File: src/rtl/shift_arbiter.sv
// Round-robin arbiter sharing one combinational 16-bit barrel shifter between two requesters.
// Optional grant counters GntCnt0/GntCnt1 are built when SHIFT_ARB_CNT_EN is defined.
module shift_arbiter #(
   parameter int N = 16,
   parameter int C = 4,
   parameter int O = 2
) (
   input  logic         clk,
   input  logic         rst_n,
   input  logic [1:0]   ReqValid,
   output logic [1:0]   ReqReady,
   input  logic [N-1:0] In0,
   input  logic [N-1:0] In1,
   input  logic [C-1:0] Cnt0,
   input  logic [C-1:0] Cnt1,
   input  logic [O-1:0] Op0,
   input  logic [O-1:0] Op1,
   output logic         ResValid,
   input  logic         ResReady,
   output logic [N-1:0] Out,
   output logic         ResId
`ifdef SHIFT_ARB_CNT_EN
   ,
   output logic [15:0]  GntCnt0,
   output logic [15:0]  GntCnt1
`endif
);

   typedef enum logic {EMPTY, FULL} state_t;

   state_t         state_q, state_d;
   logic [N-1:0]   out_q, out_d;
   logic           id_q, id_d;
   logic           last_q, last_d;

   logic           free;
   logic           gnt_any;
   logic           gnt_idx;
   logic [N-1:0]   sh_in;
   logic [C-1:0]   sh_cnt;
   logic [O-1:0]   sh_op;
   logic [N-1:0]   sh_res;
   logic [2*N-1:0] rol_wide;

   // Arbitration: a tie goes to the requester not served last.
   always_comb begin
      free    = (state_q == EMPTY) | ResReady;
      gnt_any = 1'b0;
      gnt_idx = 1'b0;
      if (rst_n && free) begin
         case (ReqValid)
            2'b01:   begin gnt_any = 1'b1; gnt_idx = 1'b0;    end
            2'b10:   begin gnt_any = 1'b1; gnt_idx = 1'b1;    end
            2'b11:   begin gnt_any = 1'b1; gnt_idx = ~last_q; end
            default: begin gnt_any = 1'b0; gnt_idx = 1'b0;    end
         endcase
      end
      ReqReady = gnt_any ? (gnt_idx ? 2'b10 : 2'b01) : 2'b00;
   end

   always_comb begin
      sh_in  = gnt_idx ? In1  : In0;
      sh_cnt = gnt_idx ? Cnt1 : Cnt0;
      sh_op  = gnt_idx ? Op1  : Op0;
   end

   // Rotate-left taken as the upper half of the doubled operand shifted left.
   always_comb begin
      rol_wide = {sh_in, sh_in} << sh_cnt;
      sh_res   = sh_in;
      case (sh_op)
         2'b00: sh_res = rol_wide[2*N-1:N];
         2'b01: sh_res = sh_in << sh_cnt;
         2'b10: sh_res = $signed(sh_in) >>> sh_cnt;
         2'b11: sh_res = sh_in >> sh_cnt;
      endcase
   end

   always_comb begin
      state_d = state_q;
      out_d   = out_q;
      id_d    = id_q;
      last_d  = last_q;
      case (state_q)
         EMPTY:   if (gnt_any) state_d = FULL;
         FULL:    if (ResReady && !gnt_any) state_d = EMPTY;
         default: state_d = EMPTY;
      endcase
      if (gnt_any) begin
         out_d  = sh_res;
         id_d   = gnt_idx;
         last_d = gnt_idx;
      end
   end

   always_ff @(posedge clk) begin
      if (!rst_n) begin
         state_q <= EMPTY;
         out_q   <= '0;
         id_q    <= 1'b0;
         last_q  <= 1'b1;
      end else begin
         state_q <= state_d;
         out_q   <= out_d;
         id_q    <= id_d;
         last_q  <= last_d;
      end
   end

   assign ResValid = (state_q == FULL);
   assign Out      = out_q;
   assign ResId    = id_q;

`ifdef SHIFT_ARB_CNT_EN
   logic [15:0] cnt0_q, cnt0_d;
   logic [15:0] cnt1_q, cnt1_d;

   always_comb begin
      cnt0_d = cnt0_q;
      cnt1_d = cnt1_q;
      if (gnt_any && !gnt_idx && (cnt0_q != '1)) cnt0_d = cnt0_q + 16'd1;
      if (gnt_any &&  gnt_idx && (cnt1_q != '1)) cnt1_d = cnt1_q + 16'd1;
   end

   always_ff @(posedge clk) begin
      if (!rst_n) begin
         cnt0_q <= '0;
         cnt1_q <= '0;
      end else begin
         cnt0_q <= cnt0_d;
         cnt1_q <= cnt1_d;
      end
   end

   assign GntCnt0 = cnt0_q;
   assign GntCnt1 = cnt1_q;
`endif

endmodule

File: config.mk
export PLATFORM = sky130hd
export DESIGN_NAME = shift_arbiter
export DESIGN_NICKNAME = d
export VERILOG_FILES = /design/src/rtl/shift_arbiter.sv
export SDC_FILE = /design/constraint.sdc
export NUM_CORES = 1
export LEC_CHECK = 0
export ABC_AREA = 0
export CAP_MARGIN = 20
export CORE_ASPECT_RATIO = 1.2
export CORE_MARGIN = 1.5
export CORE_UTILIZATION = 25
export CTS_CLUSTER_DIAMETER = 50
export DETAILED_ROUTE_END_ITERATION = 6
export PLACE_DENSITY = 0.45
export SLEW_MARGIN = 20
export SYNTH_ARGS = -nofsm -noshare
export SYNTH_HDL_FRONTEND = slang
export SYNTH_SLANG_ARGS = --single-unit
File: constraint.sdc
create_clock -name clk -period 2.5 [get_ports clk]
set_clock_uncertainty 0.15 [all_clocks]
set_input_delay 0.5 -clock clk [delete_from_list [all_inputs] [get_ports clk]]
set_output_delay 0.5 -clock clk [all_outputs]
set_load 0.03 [all_outputs]
Word level (Yosys, flattened, before mapping). Index checks and enable logic that the tools add are counted. W data, S select, Z words.

Flip-flop bits (word level): 19. Bits of input ports: 49. Logic and storage cells: 35.

Equality and inequality tests: 6. Shift-type cells: 4. Mux-type cells: 13. Bitwise operators: 3. Reduce and logical (&&, ||, !) cells: 5.

Operators by type and width (number): $pmux W16 S4 (1); $shl A32 B4 Y32 (1); $mux W16 (1); $shl A16 B4 Y16 (1); $shr A16 B4 Y16 (1); $sshr A16 B4 Y16 (1); $eq A2 B2 Y1 const B (4); $mux W2 (3); $mux W1 (5); $eq A2 B1 Y1 const B (2); $mux W4 (1); $pmux W1 S2 (2); $reduce_or A3 Y1 (1); $logic_and A1 B1 Y1 (2); $logic_not A2 Y1 (1); $not A1 Y1 (2); $logic_not A1 Y1 (1); $or A1 B1 Y1 (1).

Logic depth before layout (Yosys ltp). Gate-level depths: netlist of the first run.

Depth in word-level cells: 8. Mapped depth: 11. Depth with buffers taken out: 8.

Worst setup path before layout of the first run. Ideal clock, no wire load.

Path type: in2out. Start point: input port ResReady. End point: output port ReqReady[0]. Arrival: 1784 ps. Path slack: 66 ps. Cell stages on the path: 6. Buffers on the path: 2. Path through: nand2b_1 nand3_4 inv_2 buf_2 buf_2 nor2_1.

Longest elaborated chain between the ends: 5. Elaborated cells on any way between the ends: 6. Classes of those cells: 4 x mux; 1 x bitwise; 1 x reduce/logical.

RTL lines: start, declared (line 19) `input logic ResReady,`; $or A1 B1 Y1 * (line 47) `free = (state_q == EMPTY) | ResReady;`; $logic_and A1 B1 Y1 * (line 50) `if (rst_n && free) begin`; $mux W1 (line 50); $mux W2 (line 58) `ReqReady = gnt_any ? (gnt_idx ? 2'b10 : 2'b01) : 2'b00;`; $mux W2 * (line 58); end, declared (line 11) `output logic [1:0] ReqReady,`.

Mark *: on every way between the ends. The rest lies on a longest branch, timed or not.

Worst setup path after layout of the first run. Ends and elaborated chain as after synthesis.

==> flow_metrics.py, run 1 <==
metrics = {
    "outcome": {
        "outcome": "finished clean",
    },
    "power_and_ir_drop": {
        "p_total_mw": 2.349,
        "pwr_density_cell_mw_per_mm2": 331.2,
        "leakagePower_nw": 3.164,
        "ir_drop_v": 0.0002219,
    },
    "floorplanning": {
        "die_area_sq_mm": 0.01727,
        "start_util_pct": 25.44,
        "io_pins": 69,
        "row_count": 51,
        "fp.coreArea_sq_mm": 0.01621,
        "die_y_microns": 143.7,
        "die_w_microns": 120.2,
    },
    "sta": {
        "min_period_ns": 2.456,
        "hold_ws_ns": 0.3038,
        "relSlewSlack_pct": 40.12,
        "rsz0062_at_grt": "yes",
        "finalMaxSlewViolations": 0,
        "setup_viol": 0,
        "post-route-period-util_pct": 98.22,
        "max_freq_mhz": 407.2,
        "hold_viol": 0,
        "tns_ns": 0,
        "worstMarginPinSlew_ns": 0.8949,
    },
    "hold_path": {
        "min_path_type": "reg2reg",
        "hold_depth": 2,
    },
    "routing": {
        "viasPerCell": 5.470,
        "first_iter_violations": 350,
        "wirelength_mm": 20.69,
        "vias": 5295,
        "routedWlPerCell_microns": 21.37,
        "antenna_left": 0,
        "post-route-drc-count": 0,
        "firstDrtPassIters": 5,
    },
    "clock_network": {
        "clockBufferDepth": 2,
        "cts_tree": "done",
        "cts.clk_slew.worst_paths_ns": 0.06,
        "htreeDepth": 1,
        "clock_latency_ns": 0.26,
        "cts-root-buf": "clkbuf_16",
        "clkSinkCount": 19,
        "cts-buffers-inserted": 3,
    },
    "global_routing": {
        "grt_start_max_net_pins": 21,
        "grt_pass1_wl_mm": 31.22,
        "grt_use_total_pct": 23.61,
        "antenna_found_initial": 0,
        "grt_pass1_vias": 5223,
        "grt.overflow.total": 0,
    },
    "placement": {
        "placed_area_sq_mm": 0.006399,
        "io_buffer_count": 68,
        "globalplace.congestion": 0.9514,
        "hpwl_mm": 17.17,
    },
    "synth": {
        "synth_common_cells": "86 x mux2i_1, 53 x nor2_1, 39 x nand2_1",
        "yosysTopAreaCell": "mux2i_1",
        "yosysMostFrequentCell": "mux2i_1",
        "netlist_instances": 512,
        "synth.top_cell.area_share_pct": 20.88,
        "syn_nets": 561,
        "seq_area_frac_synth_pct": 9.226,
        "synthArstFlopShare_pct": 0,
        "synth-edff-count": 0,
        "ys.warnings.count": 0,
        "yosys-top-cells-area": "mux2i_1 21%, mux4_2 12%, dfxtp_1 9.2%",
        "synth_cell_types": 64,
        "ys_seq_elements": 19,
        "syn_area_per_cell_sq_um": 8.052,
        "synth-main-ff-cell": "dfxtp_1",
        "netlist_area_sq_mm": 0.004123,
    },
    "setup_path": {
        "worstPathRequired_ns": 1.85,
        "worstSetupPathType": "in2out",
        "cp-end-kind": "output port",
        "rr_worst_depth": 8,
        "critPathMaxFanout": 5,
        "start_kind": "input pin",
        "critPathArrivalTime_ns": 1.81,
    },
    "cells_and_area": {
        "final_layout_size_suffix_gt1_share_pct": 46.69,
        "antenna_cells": 0,
        "area_delta_synth_final_pct": 71.99,
        "nFillCells": 1699,
        "finalInstanceArea_sq_mm": 0.007091,
        "nets": 806,
    },
    "run": {
        "maxCapViolations": 0,
    },
}
logic make-up after synthesis:
group / after synthesis / share of synthesized area, %
and+or+nand+nor: 159 / 18.45
DFF: 19 / 9.226
AOI/OAI and AO/OA: 147 / 25.68
buffers and inverters: 54 / 6.829
muxes: 133 / 39.82
repair_timing:
item	4_1_cts	5_1_grt
hold buffers	0	0
pin swaps	16	21
gates cloned	2	0
setup buffers	6	8
resized for setup	52	81
setup endpoints to repair	19	17
through the flow:
| step | worst slack, ns | instances | util, % |
|---|---|---|---|
| 5_1_grt | -0.02090 | 968 | 43.75 |
| 3_3_place_gp | -0.6307 | 949 | 39.48 |
| 3_5_place_dp | -0.6729 | 949 | 39.48 |
| 2_1_floorplan | 0.06578 | 512 | - |
| 4_1_cts | 0.0006863 | 961 | 41.50 |
| 6_report | 0.04443 | 968 | 43.75 |
critical path: stages:
cell,delay [ns]
dlygate4sd2_1,0.24
nand2b_4,0.15
nand3_4,0.13
inv_6,0.06
buf_12,0.12
buf_12,0.13
buf_4,0.15
nor2_4,0.08
buf_6,0.12
buf_6,0.12
cell usage in the layout (no fill, tap or decap), types with 11 or more instances in the layout:
master,Yosys,final
a21oi_1,29,24
buf_4,10,198
buf_6,2,11
clkdlybuf4s50_1,0,34
dfxtp_1,19,19
dlymetal6s2s_1,0,16
mux2_2,24,21
mux2i_1,86,72
mux2i_2,0,13
mux4_2,22,22
nand2_1,39,38
nand3_1,12,11
nor2_1,53,48
nor3_1,14,12
o21ai_0,26,18
cell type report:
| class | instances | area (sq um) | share of cell area [%] |
|---|---|---|---|
| tap | 212 | 265.3 | 3.741 |
| inverter | 8 | 35.03 | 0.4941 |
| clock buffer | 4 | 78.83 | 1.112 |
| timing repair buffer | 286 | 2501 | 35.27 |
| multi-input combinational | 439 | 3830 | 54.01 |
| sequential | 19 | 380.4 | 5.364 |
worst paths after layout:
path	from	endpoint	slack, ns
min reg2reg	ResId	ResId	0.30
max	ResReady	ReqReady[0]	0.04
max reg2reg	last_q	Out[4]	0.09
min	ResId	ResId	0.30
report_power, final:
| group | total (mW) | switching [mW] | internal (mW) |
|---|---|---|---|
| clock network | 0.356 | 0.138 | 0.218 |
| logic | 1.63 | 0.826 | 0.800 |
| registers | 0.366 | 0.0243 | 0.342 |
flip-flops by register name (all words and copies together) (netlist names):
signal and flops:
ResId 1, last_q 1, ResValid 1, Out 16
per-layer routing:
| metal | wire [microns] | global-route usage (%) | share of wire [%] | vias to the layer above |
|---|---|---|---|---|
| met5 | 0 | 0 | 0 | - |
| met4 | 744 | 7.740 | 3.6 | 0 |
| met3 | 727 | 1.190 | 3.5 | 38 |
| met2 | 10430 | 43.13 | 50 | 168 |
| met1 | 8783 | 29.69 | 42 | 2594 |
| li1 | - | - | - | 2495 |
No activity file was read; power rests on OpenSTA's default activity.
==> inputs of run 2 (changes only) <==
Settings changed: ABC_CLOCK_PERIOD_IN_PS from default to 2500, SETUP_SLACK_MARGIN from default to 0.3.
==> run 2 against run 1 <==
  * Clock power decreased by 3%
  * Sequential cell count unchanged
  * Via count increased by 4.8%
  * Core utilization increased by 5.9 points
  * Setup slack improved by 0.098 ns
  * Hold slack got worse by 0.011 ns
  * Largest power group unchanged
  * Sequential power about the same
  * Global-route usage increased by 0.87 points
  * Die area unchanged
  * Maximum frequency increased by 4.2%
==> flow_metrics.py, run 2 (synthesis gave the netlist of run 1 again) <==
metrics = {
    "setup_path": {
        "r2r_start": "last_q",
        "worst_path_largest_cell_delay_ns": 0.44,
        "path_cells": "buf_8, a21boi_4, nand3_4, buf_12, buf_4, mux2_4, or4_4, a41oi_2, o311a_1, a211o_1",
        "critPathArrivalTime_ns": 2.41,
        "worstSetupPathType": "in2reg",
        "worstPathRequired_ns": 2.56,
        "critPathMaxFanout": 3,
        "crit_slowest_cell": "or4_4",
        "worstSetupStartpoint": "ReqValid[0]",
        "cp-end-kind": "register",
        "start_kind": "input pin",
    },
    "clock_network": {
        "htreeDepth": 1,
        "cts.clk_slew.worst_paths_ns": 0.05,
        "cts-buffers-inserted": 3,
        "hold_buffers": 0,
        "cts-root-buf": "clkbuf_16",
        "clock_latency_ns": 0.26,
        "clockBufferDepth": 2,
        "cts_tree": "done",
        "clkSinkCount": 19,
    },
    "sta": {
        "finalMaxSlewViolations": 0,
        "relSlewSlack_pct": 67.69,
        "rsz0062_at_grt": "yes",
        "hold_ws_ns": 0.2925,
        "post-route-period-util_pct": 94.30,
        "setup_viol": 0,
        "worstMarginPinSlew_ns": 0.4846,
        "max_freq_mhz": 424.2,
        "hold_viol": 0,
        "min_period_ns": 2.357,
    },
    "placement": {
        "placed_area_sq_mm": 0.006489,
        "dp.cells": 942,
        "globalplace.congestion": 0.9701,
        "hpwl_mm": 17.05,
        "io_buffer_count": 68,
    },
    "floorplanning": {
        "die_y_microns": 143.7,
        "fp.coreArea_sq_mm": 0.01621,
        "row_count": 51,
        "die_w_microns": 120.2,
        "die_area_sq_mm": 0.01727,
        "io_pins": 69,
        "start_util_pct": 25.44,
    },
    "routing": {
        "viasPerCell": 5.531,
        "firstDrtPassIters": 7,
        "vias": 5548,
        "routedWlPerCell_microns": 21.76,
        "first_iter_violations": 357,
        "antenna_left": 0,
        "wirelength_mm": 21.83,
        "post-route-drc-count": 0,
    },
    "power_and_ir_drop": {
        "pwr_density_cell_mw_per_mm2": 319.4,
        "leakagePower_nw": 3.413,
        "ir_drop_v": 0.0002313,
    },
    "cells_and_area": {
        "final_layout_size_suffix_gt1_share_pct": 58.28,
        "nFillCells": 1583,
        "nets": 841,
        "final_common_cell": "buf_4",
        "finalNonFillerCells": 1003,
        "antenna_cells": 0,
        "finalInstanceArea_sq_mm": 0.008051,
        "seq_area_sq_um": 385.4,
        "area_delta_synth_final_pct": 95.30,
        "post-route-util_pct": 49.68,
        "multi_input_area_sq_mm": 0.004293,
        "mostFrequentLayoutCells": "195 x buf_4, 57 x mux2i_1, 43 x nor2_1",
        "largest_reg_flops": 16,
    },
    "hold_path": {
        "min_path_type": "reg2reg",
        "hp-start": "ResId",
    },
    "global_routing": {
        "grt_pass1_vias": 5477,
        "antenna_found_initial": 0,
        "grt_pass1_wl_mm": 32.42,
        "grt_start_max_net_pins": 20,
        "grt.overflow.total": 0,
        "grt_use_total_pct": 24.48,
    },
    "outcome": {
        "outcome": "finished clean",
    },
    "run": {
        "maxCapViolations": 0,
    },
}
## run 2: timing repair
action	4_1_cts	5_1_grt
pin swaps	46	40
gates resized for setup	206	102
setup buffers	31	21
hold endpoints to repair	0	0
endpoints found under the setup margin	20	18
cloned	2	3
## run 2: routing by layer
layer	up-vias	global-route usage, %	part of all wire, %
li1	2590	-	-
met1	2722	31.23	42
met2	184	44.81	51
met3	52	0.8730	3.3
met4	0	7.307	3.9
met5	-	0	0
## run 2: final cells by class
cell class / count / share of cell area [%]
Multi-Input combinational cell: 439 / 53.32
Tap cell: 212 / 3.294
Sequential cell: 19 / 4.786
Clock inverter: 1 / 0.06216
Inverter: 8 / 0.5594
Clock buffer: 3 / 0.9324
Timing Repair Buffer: 321 / 37.05
## run 2: worst paths after layout
| check | to | slack [ns] | depth (start not counted) |
|---|---|---|---|
| setup / recovery | Out[4] | 0.14 | 10 |
| hold reg to reg | ResId | 0.29 | 2 |
| hold / removal | ResId | 0.29 | 2 |
| setup reg to reg | Out[4] | 0.15 | 9 |
## run 2: metrics by stage
stage / total power [mW] / TNS [ns] / setup WS [ns]
floorplan: 1.120 / 0 / 0.2311
global placement: 1.841 / -8.127 / -0.6055
detailed placement: 1.846 / -8.193 / -0.6078
CTS: 2.386 / 0 / 0.1367
global route: 2.683 / 0 / 0.06272
finish: 2.571 / 0 / 0.1425
## run 2: power breakdown
| group | leakage [nW] | switching, mW | internal, mW |
|---|---|---|---|
| Clock | 0.0409 | 0.129 | 0.215 |
| Sequential | 0.158 | 0.0255 | 0.342 |
| Combinational | 3.21 | 0.926 | 0.933 |
## run 2: critical path: cells and delay by family
kind	cells	cell delay (ns)
mux	1	0.32
simple gates	2	0.56
compound gates	4	0.65
buf+inv	3	0.37
